$ cat src/rtl/rvdff_share_arb.sv
// Round-robin arbitrated loader for one shared WIDTH-bit staging register with valid/ready output.
// Optional RV_DFF_ARB_LOCK_EN adds io_req_lock so a requester can hold top priority across beats.
module rvdff_share_arb #(
   parameter int unsigned NREQ  = 4,
   parameter int unsigned WIDTH = 16,
   localparam int unsigned SW   = $clog2(NREQ)
) (
   input  logic                  clock,
   input  logic                  reset,
   input  logic [NREQ-1:0]       io_req_valid,
   input  logic [NREQ*WIDTH-1:0] io_req_data,
   output logic [NREQ-1:0]       io_req_ready,
   output logic                  io_out_valid,
   output logic [WIDTH-1:0]      io_out_data,
   output logic [SW-1:0]         io_out_src,
   input  logic                  io_out_ready,
   output logic                  io_busy
`ifdef RV_DFF_ARB_LOCK_EN
   ,
   input  logic [NREQ-1:0]       io_req_lock
`endif
);

   typedef enum logic {EMPTY, FULL} state_e;

   state_e           state_q;
   logic [SW-1:0]    ptr_q;
   logic [SW-1:0]    ptr_d;
   logic [WIDTH-1:0] data_q;
   logic [SW-1:0]    src_q;

   logic [WIDTH-1:0] req_d [NREQ];
   logic             can_load;
   logic             gnt_any;
   logic [SW-1:0]    gnt_idx;
   logic [SW-1:0]    idx_s;
   int unsigned      idx;
   logic             xfer;

   for (genvar g = 0; g < NREQ; g++) begin : g_unpack
      assign req_d[g] = io_req_data[g*WIDTH +: WIDTH];
   end

   assign can_load = (state_q == EMPTY) || io_out_ready;

   // First valid requester at or after ptr_q, wrapping modulo NREQ.
   always_comb begin
      gnt_any = 1'b0;
      gnt_idx = '0;
      idx     = 0;
      idx_s   = '0;
      for (int unsigned k = 0; k < NREQ; k++) begin
         idx   = (32'(ptr_q) + k) % NREQ;
         idx_s = idx[SW-1:0];
         if (!gnt_any && io_req_valid[idx_s]) begin
            gnt_any = 1'b1;
            gnt_idx = idx_s;
         end
      end
   end

   assign xfer = can_load && gnt_any;

   always_comb begin
      io_req_ready = '0;
      if (xfer) io_req_ready[gnt_idx] = 1'b1;
   end

   always_comb begin
      ptr_d = (gnt_idx == SW'(NREQ-1)) ? '0 : gnt_idx + 1'b1;
`ifdef RV_DFF_ARB_LOCK_EN
      if (io_req_lock[gnt_idx]) ptr_d = gnt_idx;
`endif
   end

   // Data flops are written only on a transfer; a bare consume just clears full.
   always_ff @(posedge clock) begin
      if (reset) begin
         state_q <= EMPTY;
         ptr_q   <= '0;
         data_q  <= '0;
         src_q   <= '0;
      end else if (xfer) begin
         state_q <= FULL;
         ptr_q   <= ptr_d;
         data_q  <= req_d[gnt_idx];
         src_q   <= gnt_idx;
      end else if (state_q == FULL && io_out_ready) begin
         state_q <= EMPTY;
      end
   end

   assign io_out_valid = (state_q == FULL);
   assign io_busy      = (state_q == FULL);
   assign io_out_data  = data_q;
   assign io_out_src   = src_q;

endmodule

$ cat config.mk
export PLATFORM = sky130hd
export DESIGN_NAME = rvdff_share_arb
export DESIGN_NICKNAME = d
export VERILOG_FILES = /design/src/rtl/rvdff_share_arb.sv
export SDC_FILE = /design/constraint.sdc
export NUM_CORES = 1
export LEC_CHECK = 0
export ABC_AREA = 1
export BUFFER_PORTS_ARGS = -buffer_cell sky130_fd_sc_hd__buf_2
export CAP_MARGIN = 10
export CORE_MARGIN = 5
export CORE_UTILIZATION = 49
export DETAILED_ROUTE_END_ITERATION = 10
export GPL_ROUTABILITY_DRIVEN = 0
export PLACE_DENSITY = 0.87
export SLEW_MARGIN = 40
export SYNTH_ARGS = -nofsm -noshare
export SYNTH_HDL_FRONTEND = slang
export SYNTH_SLANG_ARGS = --single-unit
$ cat constraint.sdc
create_clock -name clock -period 4.3 [get_ports clock]
set_clock_uncertainty 0.15 [all_clocks]
set_input_delay 0.43 -clock clock [delete_from_list [all_inputs] [get_ports clock]]
set_output_delay 0.43 -clock clock [all_outputs]
set_load 0.02 [all_outputs]
======== After elaboration in Yosys (flattened, before gate mapping) ========
Cells that the tools add are included.
Widths: inputs -> output; s select.
word-level totals
  bits of input ports ..................... 71
  register bits after elaboration ......... 21
  output and inout port bits .............. 24
  logic and storage cells ................. 54
cells by class
  reduce and logical (&&, ||, !) cells .... 11
  add/subtract/negate cells ............... 4
  bitwise operators ....................... 2
  mux-type cells .......................... 25
  magnitude comparators ................... 7
  equal/unequal tests ..................... 1
operators with widths
  operator             number
  $bmux 16 s2          1
  $mux 16              2
  $lt 2x3->1 const B   5
  $mux 1               11
  $mux 2               5
  $bmux 1 s2           4
  $logic_and 1x1->1    6
  $add 2x1->2 const B  2
  $add 2x2->2 const B  2
  $mux 4               1
  $ge 3x3->1 const B   1
  $logic_not 1->1      3
  $not 2->3            1
  $demux 1 s2          1
  $eq 2x2->1 const B   1
  $ge 2x1->1 const B   1
  $reduce_bool 2->1    1
  $logic_or 1x1->1     1
  $not 1->1            1

======== Logic depth before layout (Yosys ltp) ========
  word-level depth ........................ 17
  gate-level depth with buffers ........... 15
  mapped depth without buffers ............ 14

======== Least setup slack after synthesis ========
No wires, ideal clock.
  kind .................................... register to output
  from .................................... register ptr_q[0]
  to ...................................... output io_req_ready[0]
  arrival ................................. 1856 ps
  buffers on the path ..................... 2
  slack ................................... 1864 ps
  required time ........................... 3720 ps
  stages on the path, launching flop included .. 13
  cells stage by stage .................... dfxtp_1 buf_6 nand2_1 nand2_2 nand2_1 nand2_1 nor2_4 nand2_1 nand2_1 nor2_4 inv_6 buf_6 nor3_1
between the ends
  word-level cells in the longest chain between the ends .. 17
  elaborated cells between the ends (all ways) .. 32
  those cells by class .................... add/sub: 3; order compare: 2; mux: 19; reduce/logical: 8
RTL lines
  element                                                              line  RTL
  start: declaration                                                   27    logic [SW-1:0] ptr_q;
  start signal: assignment                                             85    ptr_q <= ptr_d;
  parallel branches: the longest is 16 deep, another holds $lt 2x3->1  -
  $mux 4 (*)                                                           66    if (xfer) io_req_ready[gnt_idx] = 1'b1;
  end: declaration                                                     12    output logic [NREQ-1:0] io_req_ready,
Mark *: on every way between the ends. The select of a mux whose other input is x is not followed.

======== Worst setup path after layout ========
  from .................................... register ptr_q[0]
  to ...................................... output io_req_ready[1]
Same word-level chain as after synthesis.

==> impl_metrics.toml <==
[final_layout]
layout.nets = 470
areaGrowthSynthToFinish_pct = 24.1
design_area_um2 = 2240
antenna_cells = 0
drive_above_1_share = 0.286
final_util = 0.620

[cts]
cts_buffers = 3
insertion_delay_ps = 260
cts_sinks = 21
cts_resized = 0
cts_htree_levels = 1
cts_root_buffer = "clkbuf_8"
postCtsHoldBufs = 0
clk_path_buf_depth = 2
cts_setup_buffers = 0
clk_pin_slew_worst_paths_ps = 80
tritoncts = "done"

[yosys]
seq_area_frac_synth = 0.233
syn_area_um2 = 1800
synth_nets = 387
synthArstFlopShare = 0
syn_avg_cell_area_um2 = 5.71
synth_edf_count = 0
synth_cell_types = 23
ys_dominant_reg_cell = "dfxtp_1"
syn-instance-count = 316
synth_commonest_cells = "84 x nand2_1, 68 x nand3_1, 44 x inv_1, 41 x nor2_1, 21 x dfxtp_1"
yosys-top-cells-area = "dfxtp_1 23%, nand3_1 19%, nand2_1 17%, inv_1 9.2%, nor2_1 8.5%"
synth_top_area_share = 0.233
ys_ff_latch = 21
yosysWarnings = 0
yosys.area.top_type = "dfxtp_1"
synth.most_common_cell = "nand2_1"

[sta]
final.min_clock_period_ps = 3320
hold_viol_final = 0
finalCritPeriodShare = 0.771
slew_violations = 0
setup_viol = 0
relSlewSlack = 0.513
setup_slack_ps = 984
rsz0062_at_grt = "false"
max_freq_mhz = 302
fin_tns_setup_ps = 0
tightestPinTransition_ps = 728

[detailed_routing]
first_pass_iters = 5
wire_per_inst_um = 11.5
drtIter0Drc = 218
drtAntennaViolNets = 0
wl_um = 5120
via_per_inst = 4.93
drc = 0
vias = 2200

[worst_setup_path]
crit_required_ps = 3720
startpoint_type = "flip-flop"
crit_arrival_ps = 2740
max_stage_delay_ps = 570
cp_max_fo = 36
cp_slowest_cell = "dfxtp_1"
crit_top_cell = "nand2_1"
crit_chain = "inv_2 > nand2_1 > nand2_1 > nand2_1 > nand2_1 > nor2_4 > nand3_2 > nand2_4 > nand2_4 > inv_2 > nand2_1 > nor2_1 > buf_2"
endpoint_kind = "output port"
r2r_slack_ps = 1630
critPathKind = "reg -> out"
r2r_cells = 13

[die]
dieArea_um2 = 4990
rows = 22
fp.dieW_um = 70.7
io_pins = 95
core_area_um2 = 3610
floorplan.die.height_um = 70.7
initial_core_util = 0.500

[global_route]
first_global_vias = 1861
grt_pass1_wl_um = 8230
antenna_found_initial = 0
grt_start_max_net_pins = 37
gr-total-overflow = 0
grt_usage = 0.200

[pwr]
fin_total_pwr_w = 0.00190
power.density_nw_per_um2 = 848
p_leak_nw = 1.40
irDropWorstVdd_v = 0.000501

[placement]
pre_cts_slack_ps = 1350
hpwl_um = 4070
portBuffers = 94
placed_cell_area_um2 = 2190

[status]
status = "finished clean"

[min_path]
min_path_cells = 2
hold_path.class = "in -> reg"

[job]
cap_viol_max_count = 0
[sequential cells by signal (all words and copies together), names as in the netlist]
register,cells
io_busy,1
io_out_src,2
ptr_q,2
io_out_data,16
[metal layers]
| metal | vias up | track usage | share of wire |
|---|---|---|---|
| li1 | 1147 | - | - |
| met1 | 945 | 0.269 | 0.43 |
| met2 | 93 | 0.306 | 0.46 |
| met3 | 15 | 0.0568 | 0.091 |
| met4 | 0 | 0.0731 | 0.019 |
| met5 | - | 0 | 0 |
[cell type report]
class | instances | area (µm²)
Inverter | 49 | 191
Timing Repair Buffer | 94 | 470
Fill cell | 360 | 1370
Multi-Input combinational cell | 230 | 1050
Tap cell | 48 | 60.1
Clock buffer | 4 | 45.0
Sequential cell | 21 | 420
[report_power, final]
group          internal [W]  switching, W
Sequential         0.000275     0.0000518
Clock             0.0000661     0.0000644
Combinational      0.000444      0.000995
[layout by cell type, fill, tap and decap left out]
cell type   n
nand2_1    84
o21ai_1     8
nor2_4      2
nor3_1      1
a211oi_1    1
nand2_4     3
nand3_2     2
inv_2       3
a21oi_1     4
nand2_2     4
o21ai_0    10
a21boi_1    1
buf_2      94
or2_4       1
nand3_1    68
dfxtp_1    21
inv_4       1
inv_6       1
clkbuf_8    3
clkbuf_1    1
nor2_1     41
inv_1      44
[stage by stage]
stage / hold slack (ps) / std cells
final: 232 / 446
after global routing: 244 / 446
after CTS: 227 / 446
after detailed placement: 312 / 442
after global placement: 303 / 442
after floorplan: 349 / 316
[logic make-up after synthesis]
family / share of synthesized area
AND/OR/NAND/NOR: 0.513
buffers and inverters: 0.185
flip-flops: 0.233
AO/OA/AOI/OAI: 0.0694
[worst paths after layout]
check,start,to
max,ptr_q[0],io_req_ready[1]
min,reset,io_out_src[1]
max reg2reg,ptr_q[0],io_out_data[13]
min reg2reg,io_out_src[1],io_out_src[1]
[critical path, delay by kind of cell, from the launching register on]
kind | cells | cell delay (ps)
AND/OR/NAND/NOR | 10 | 1260
buffers and inverters | 3 | 630
flip-flops | 1 | 570
No activity file was read; power rests on OpenSTA's default activity.
